==> src/rtl/atan2_pkg.sv <==
// Shared constants and helpers for the CORDIC atan2 engine.
// Angles are signed Q3.13 radians throughout.
package atan2_pkg;

  typedef logic signed [15:0] angle_t;

  localparam angle_t PI         = 16'sh6488;
  localparam angle_t NEG_PI     = 16'sh9B78;
  localparam angle_t HALF_PI    = 16'sh3244;
  localparam angle_t PI_QUARTER = 16'sh1922;

  // UQ0.16 reciprocal of the CORDIC gain
  localparam logic [15:0] CORDIC_K = 16'h9B75;

  // Fractional bits below the integer datapath; without them
  // the micro-rotation shifts of small vectors collapse to zero
  // and the angle stops converging.
  localparam int GUARD = 14;

  // round(atan(2^-i) * 8192)
  localparam logic [15:0] ATAN_LUT [0:15] = '{
    16'h1922, 16'h0ED6, 16'h07D7, 16'h03FB,
    16'h01FF, 16'h0100, 16'h0080, 16'h0040,
    16'h0020, 16'h0010, 16'h0008, 16'h0004,
    16'h0002, 16'h0001, 16'h0000, 16'h0000
  };

  function automatic angle_t angle_clamp(input angle_t a);
    angle_t r;
    r = a;
    if (a > PI)
      r = PI;
    else if (a < NEG_PI)
      r = NEG_PI;
    return r;
  endfunction

endpackage

==> src/rtl/cordic_vector_stage.sv <==
// One registered CORDIC vectoring micro-rotation.
// Carries the valid flag and an opaque tag alongside the data.
module cordic_vector_stage
  import atan2_pkg::*;
#(
  parameter int          W     = 32,
  parameter int          SHIFT = 0,
  parameter logic [15:0] ATAN  = 16'h0000,
  parameter int          TW    = 6
) (
  input  logic                clk,
  input  logic                rst_n,
  input  logic                i_valid,
  input  logic signed [W-1:0] i_x,
  input  logic signed [W-1:0] i_y,
  input  angle_t              i_z,
  input  logic [TW-1:0]       i_tag,
  output logic                o_valid,
  output logic signed [W-1:0] o_x,
  output logic signed [W-1:0] o_y,
  output angle_t              o_z,
  output logic [TW-1:0]       o_tag
);

  logic signed [W-1:0] w_xs;
  logic signed [W-1:0] w_ys;
  logic                w_ypos;

  assign w_xs   = i_x >>> SHIFT;
  assign w_ys   = i_y >>> SHIFT;
  assign w_ypos = ~i_y[W-1];

  logic                r_valid;
  logic signed [W-1:0] r_x;
  logic signed [W-1:0] r_y;
  angle_t              r_z;
  logic [TW-1:0]       r_tag;

  // Rotate toward the x axis, accumulating the rotated angle
  always_ff @(posedge clk or negedge rst_n) begin
    if (!rst_n) begin
      r_valid <= 1'b0;
      r_x     <= '0;
      r_y     <= '0;
      r_z     <= '0;
      r_tag   <= '0;
    end else begin
      r_valid <= i_valid;
      r_tag   <= i_tag;
      if (w_ypos) begin
        r_x <= i_x + w_ys;
        r_y <= i_y - w_xs;
        r_z <= i_z + $signed(ATAN);
      end else begin
        r_x <= i_x - w_ys;
        r_y <= i_y + w_xs;
        r_z <= i_z - $signed(ATAN);
      end
    end
  end

  assign o_valid = r_valid;
  assign o_x     = r_x;
  assign o_y     = r_y;
  assign o_z     = r_z;
  assign o_tag   = r_tag;

endmodule

==> src/rtl/cordic_atan2.sv <==
// Pipelined CORDIC vectoring engine: atan2(y,x) and magnitude.
// Pre-rotate, ITERATIONS micro-rotations, gain, output register.
module cordic_atan2
  import atan2_pkg::*;
#(
  parameter int WIDTH      = 16,
  parameter int ITERATIONS = 14,
  parameter int CHAN_W     = 4
) (
  input  logic              clk,
  input  logic              rst_n,
  input  logic              sink_valid,
  input  logic [WIDTH-1:0]  sink_x,
  input  logic [WIDTH-1:0]  sink_y,
  input  logic [CHAN_W-1:0] sink_chan,
  output logic              source_valid,
  output logic [15:0]       source_angle,
  output logic [WIDTH-1:0]  source_mag,
  output logic [CHAN_W-1:0] source_chan
);

  localparam int DW = WIDTH + 2 + GUARD;
  localparam int TW = CHAN_W + 2;
  localparam int PW = DW + 16;

  logic signed [DW-1:0] w_xin;
  logic signed [DW-1:0] w_yin;
  logic                 w_xneg;
  logic                 w_yzero;

  assign w_xin   = {{2{sink_x[WIDTH-1]}}, sink_x, {GUARD{1'b0}}};
  assign w_yin   = {{2{sink_y[WIDTH-1]}}, sink_y, {GUARD{1'b0}}};
  assign w_xneg  = sink_x[WIDTH-1];
  assign w_yzero = (sink_y == '0);

  logic                 r_v0;
  logic signed [DW-1:0] r_x0;
  logic signed [DW-1:0] r_y0;
  angle_t               r_z0;
  logic [TW-1:0]        r_tag0;

  // Fold the left half-plane onto the right, seeding z with +-PI.
  // The y==0 and x<0 flags ride in the tag so exact axis results
  // can be restored after the iterations.
  always_ff @(posedge clk or negedge rst_n) begin
    if (!rst_n) begin
      r_v0   <= 1'b0;
      r_x0   <= '0;
      r_y0   <= '0;
      r_z0   <= '0;
      r_tag0 <= '0;
    end else begin
      r_v0   <= sink_valid;
      r_tag0 <= {sink_chan, w_yzero, w_xneg};
      if (w_xneg) begin
        r_x0 <= -w_xin;
        r_y0 <= -w_yin;
        r_z0 <= sink_y[WIDTH-1] ? NEG_PI : PI;
      end else begin
        r_x0 <= w_xin;
        r_y0 <= w_yin;
        r_z0 <= '0;
      end
    end
  end

  logic                 w_v   [ITERATIONS+1];
  logic signed [DW-1:0] w_x   [ITERATIONS+1];
  logic signed [DW-1:0] w_y   [ITERATIONS+1];
  angle_t               w_z   [ITERATIONS+1];
  logic [TW-1:0]        w_tag [ITERATIONS+1];

  assign w_v[0]   = r_v0;
  assign w_x[0]   = r_x0;
  assign w_y[0]   = r_y0;
  assign w_z[0]   = r_z0;
  assign w_tag[0] = r_tag0;

  for (genvar g = 0; g < ITERATIONS; g++) begin : g_stage
    cordic_vector_stage #(
      .W     (DW),
      .SHIFT (g),
      .ATAN  (ATAN_LUT[g]),
      .TW    (TW)
    ) u_stage (
      .clk     (clk),
      .rst_n   (rst_n),
      .i_valid (w_v[g]),
      .i_x     (w_x[g]),
      .i_y     (w_y[g]),
      .i_z     (w_z[g]),
      .i_tag   (w_tag[g]),
      .o_valid (w_v[g+1]),
      .o_x     (w_x[g+1]),
      .o_y     (w_y[g+1]),
      .o_z     (w_z[g+1]),
      .o_tag   (w_tag[g+1])
    );
  end

  logic              w_unused_y;
  logic [PW-1:0]     w_prod;
  logic [WIDTH+1:0]  w_mag_full;
  logic [WIDTH-1:0]  w_mag_sat;
  logic [TW-1:0]     w_tag_end;
  angle_t            w_ang;

  assign w_unused_y = ^w_y[ITERATIONS];
  assign w_tag_end  = w_tag[ITERATIONS];

  // x is non-negative after the pre-rotation
  assign w_prod = PW'($unsigned(w_x[ITERATIONS])) * PW'(CORDIC_K);
  assign w_mag_full = (WIDTH+2)'(w_prod >> (16 + GUARD));
  assign w_mag_sat = (|w_mag_full[WIDTH+1:WIDTH]) ? '1
                   : w_mag_full[WIDTH-1:0];

  assign w_ang = w_tag_end[1] ? (w_tag_end[0] ? PI : '0)
               : angle_clamp(w_z[ITERATIONS]);

  logic              r_vg;
  angle_t            r_angg;
  logic [WIDTH-1:0]  r_magg;
  logic [CHAN_W-1:0] r_chg;

  // Gain compensation, magnitude saturation and angle clamp
  always_ff @(posedge clk or negedge rst_n) begin
    if (!rst_n) begin
      r_vg   <= 1'b0;
      r_angg <= '0;
      r_magg <= '0;
      r_chg  <= '0;
    end else begin
      r_vg   <= w_v[ITERATIONS];
      r_angg <= w_ang;
      r_magg <= w_mag_sat;
      r_chg  <= w_tag_end[TW-1:2];
    end
  end

  logic              r_vo;
  angle_t            r_ango;
  logic [WIDTH-1:0]  r_mago;
  logic [CHAN_W-1:0] r_cho;

  // Output register
  always_ff @(posedge clk or negedge rst_n) begin
    if (!rst_n) begin
      r_vo   <= 1'b0;
      r_ango <= '0;
      r_mago <= '0;
      r_cho  <= '0;
    end else begin
      r_vo   <= r_vg;
      r_ango <= r_angg;
      r_mago <= r_magg;
      r_cho  <= r_chg;
    end
  end

  assign source_valid = r_vo;
  assign source_angle = r_ango;
  assign source_mag   = r_mago;
  assign source_chan  = r_cho;

endmodule
==> config.mk <==
export PLATFORM = sky130hd
export DESIGN_NAME = cordic_atan2
export DESIGN_NICKNAME = d
export VERILOG_FILES = /design/src/rtl/atan2_pkg.sv /design/src/rtl/cordic_vector_stage.sv /design/src/rtl/cordic_atan2.sv
export SDC_FILE = /design/constraint.sdc
export NUM_CORES = 2
export LEC_CHECK = 0
export ABC_AREA = 1
export BUFFER_PORTS_ARGS = -buffer_cell sky130_fd_sc_hd__buf_2
export CORE_ASPECT_RATIO = 0.5
export CORE_MARGIN = 2
export CORE_UTILIZATION = 60
export DETAILED_ROUTE_END_ITERATION = 7
export GPL_TIMING_DRIVEN = 0
export PLACE_DENSITY = 0.76
export SYNTH_ARGS = -nofsm -noshare
export SYNTH_HDL_FRONTEND = slang
export SYNTH_SLANG_ARGS = --single-unit
==> constraint.sdc <==
create_clock -name clk -period 6.8 [get_ports clk]
set_clock_uncertainty 0.05 [all_clocks]
set_input_delay 1.02 -clock clk [delete_from_list [all_inputs] [get_ports clk]]
set_output_delay 1.02 -clock clk [all_outputs]
set_load 0.05 [all_outputs]
==> metrics.txt <==
outcome=finished with violations; failing checks=DRC; total negative slack=0 ns; Hold Vio Cnt, Final=0; Worst Path Arrival=6.75 ns; leading area contributor after synthesis=dfrtp_1; TritonCTS clock tree=built; total congestion overflow=0; IO Pins=76; number of port buffers=between 70 and 80; post-layout minimum cycle time=6.17 ns; postcts setup bufs=0; CP Depth=24; area grow syn2layout=7.07%; Via Count=92,100; Worst Setup Start Kind=flop; Syn Area/Cell=between 7 and 8 um^2; Max Slew Vio Count=0; CP Class=flop to flop; Commonest cells post-synth=nand2_1, inv_1, nor2_1, a21oi_1, dfrtp_1; most frequent cell after synthesis=nand2_1; worst reg2reg setup slack=between 0.6 and 0.7 ns; CTS Hold Buffers Added=0; CP delay by family, top=adder cells; first-pass GRT wire length=roughly 490,000 um; CTS Root Buffer Type=clkbuf_16; min-delay worst type=input pin to asynchronous set/reset pin; Post-Syn Area=roughly 100,000 um^2; post-cts repair resize count=0; ranking of synthesized cells by area=dfrtp_1, ha_1, nand2_1; Slowest-stage cell, CP=dfrtp_1; HPWL Detailed=approximately 260,000 um; total CTS buffers=107; top-area cell type share of the netlist area=between 20 and 30%; EDFF count, synth=0; DR iter-0 viols=roughly 8,100; Synth cell types=60; largest stage delay on the critical path=between 0.5 and 0.6 ns; worst path cell trace=inv_1, fa_1, fa_1, inv_1, fa_1, fa_1, fa_1, inv_1, fa_1, inv_1, ha_1, nand2_2, inv_1, a21oi_1, nand2_1, nand2_1, nand2_1, nand2_1, nand3_1, nand2_1, nand2_2, nor2_4, buf_12, nand2_2; Post-synth ARST share=100%; largest net degree at the start of global routing=180; clk_lat worst skew=between 0.7 and 0.8 ns; Worst Setup End Kind=flop; Syn. warnings=0; period utilization=about nine tenths; fmax=about 0.16 GHz; die width=~590 um; num rows=approximately 110; max-cap viol count=0; # DRC=7; gr usage total=between 30% and 40%; GPL Wtd Cong=roughly 1.1; wire per inst=19.2 um; Slew HR=30.5%; CORE AREA=approximately 170,000 um^2; sequential area share after synthesis=roughly 29%; vias per cell=5.71; Final ANT Viol Nets=0; Yosys reg bits=1,183; most frequent CP cell=fa_1; Post-synth top flop=dfrtp_1; deepest clock path buffer count=3; RR Startpoint=g_stage[13].u_stage.o_x[15]$_DFF_PN0_; reg2reg path depth=24; crit path max fanout=10; initial antenna violation count=7; cells after synthesis=roughly 14,000; share of cells above drive strength 1=~3%; layout net count=around 15,000; die footprint=about 180,000 um^2; Initial Utilization=60.5%; Post-Route WL=approximately 310,000 um; H-tree level count=3; RSZ-0062 raised after global routing=no; crit path buf inv count=6; Setup violations, final=0; vias in the first global route=~89,000; # clock sinks=between 1,000 and 1,500; reg2reg end=r_magg[11]$_DFF_PN0_; Slew @ Worst Pin=between 1 and 1.5 ns; Worst EP required=7.38 ns; DRT Pass-1 Iters=8; Vert. Die Dim=297 um; Clock transition at path regs=roughly 0.080 ns
==> through the flow <==
step	setup slack [ns]	hold slack, ns	utilization, %	cells	area [um^2]
2_1_floorplan	1.44	0.281	-	13600	103000
4_1_cts	0.664	0.210	64.7	16100	110000
6_report	0.628	0.192	64.7	16100	110000
3_5_place_dp	0.711	0.285	62.5	15900	106000
3_3_place_gp	-20.06	0.281	62.4	15900	106000
5_1_grt	0.354	0.242	64.7	16100	110000
==> worst max path at each step <==
stage                                               start                 endpoint  slack, ns
finish              g_stage[13].u_stage.o_x[15]$_DFF_PN0_     r_magg[11]$_DFF_PN0_       0.63
global route         g_stage[13].u_stage.o_x[6]$_DFF_PN0_      r_magg[2]$_DFF_PN0_       0.35
CTS                 g_stage[13].u_stage.o_x[15]$_DFF_PN0_     r_magg[11]$_DFF_PN0_       0.66
detailed placement  g_stage[13].u_stage.o_x[15]$_DFF_PN0_      r_magg[1]$_DFF_PN0_       0.71
global placement                                    rst_n  source_mag[0]$_DFF_PN0_     -20.06
floorplan            g_stage[13].u_stage.o_x[6]$_DFF_PN0_     r_magg[11]$_DFF_PN0_       1.44
==> logic make-up after synthesis <==
| group | count (synthesis) | share of synthesized area [%] |
|---|---|---|
| xor gates and xnor gates | 1238 | 10.5 |
| DFF | 1183 | 28.8 |
| muxes | 2 | 0.0194 |
| AOI/OAI and AO/OA | 2478 | 13.4 |
| buffers and inverters | 2037 | 7.48 |
| and+or+nand+nor | 5271 | 21.3 |
| other | 2 | 0.00729 |
| adders and majority gates | 1365 | 18.5 |
==> metal layers <==
metal	track usage [%]	share of wire (%)
met1	45.7	42
met2	59.4	47
met3	4.40	6.2
met4	14.2	4.6
met5	0	0.0023
==> layout make-up <==
type	instances	area [um^2]
antenna	1	2.50
buffer	104	444
clock buffer	138	3010
clock inverter	61	812
fill	15100	60100
inverter	1933	7260
multi-input combinational	10400	65700
sequential	1183	29600
tap	2289	2860
timing repair buffer	82	583
==> sequential cells by signal (all words and copies together), names as in the netlist, 2 cells and up <==
| name | cells |
|---|---|
| g_stage.u_stage.o_y | 348 |
| r_magg | 16 |
| r_z0 | 2 |
| g_stage.u_stage.o_tag | 84 |
| g_stage.u_stage.o_x | 398 |
| r_y0 | 18 |
| source_mag | 16 |
| r_angg | 16 |
| r_chg | 4 |
| r_tag0 | 6 |
| source_angle | 16 |
| g_stage.u_stage.o_z | 220 |
| source_chan | 4 |
| g_stage.u_stage.o_valid | 14 |
| r_x0 | 18 |
==> worst register-to-register path, delay by kind of cell (launching register included) <==
| kind | cells | cell delay (ns) |
|---|---|---|
| simple gates | 10 | 0.99 |
| buf+inv | 6 | 0.65 |
| flops | 1 | 0.59 |
| fa+ha+maj | 7 | 3.48 |
| compound gates | 1 | 0.31 |
==> cell usage in the layout, fill, tap and decap left out, drive strengths merged, types with 22 or more instances in the layout <==
master,count
a31oi,66
inv,1944
ha,1099
a21o,91
xnor2,348
nand3b,23
o21bai,124
clkinv,30
o21a,69
nor3,270
a21boi,46
o21ai,727
nand4,143
nor4,90
nor2,1340
a211oi,22
nand2,2750
o211ai,39
buf,111
xor2,890
clkbuf,213
or2,27
dfrtp,1183
o31ai,43
nand3,609
fa,266
a21oi,1208
Power is not shown: default switching activity piles up to over one toggle a cycle in this logic, so the estimate is an artifact.
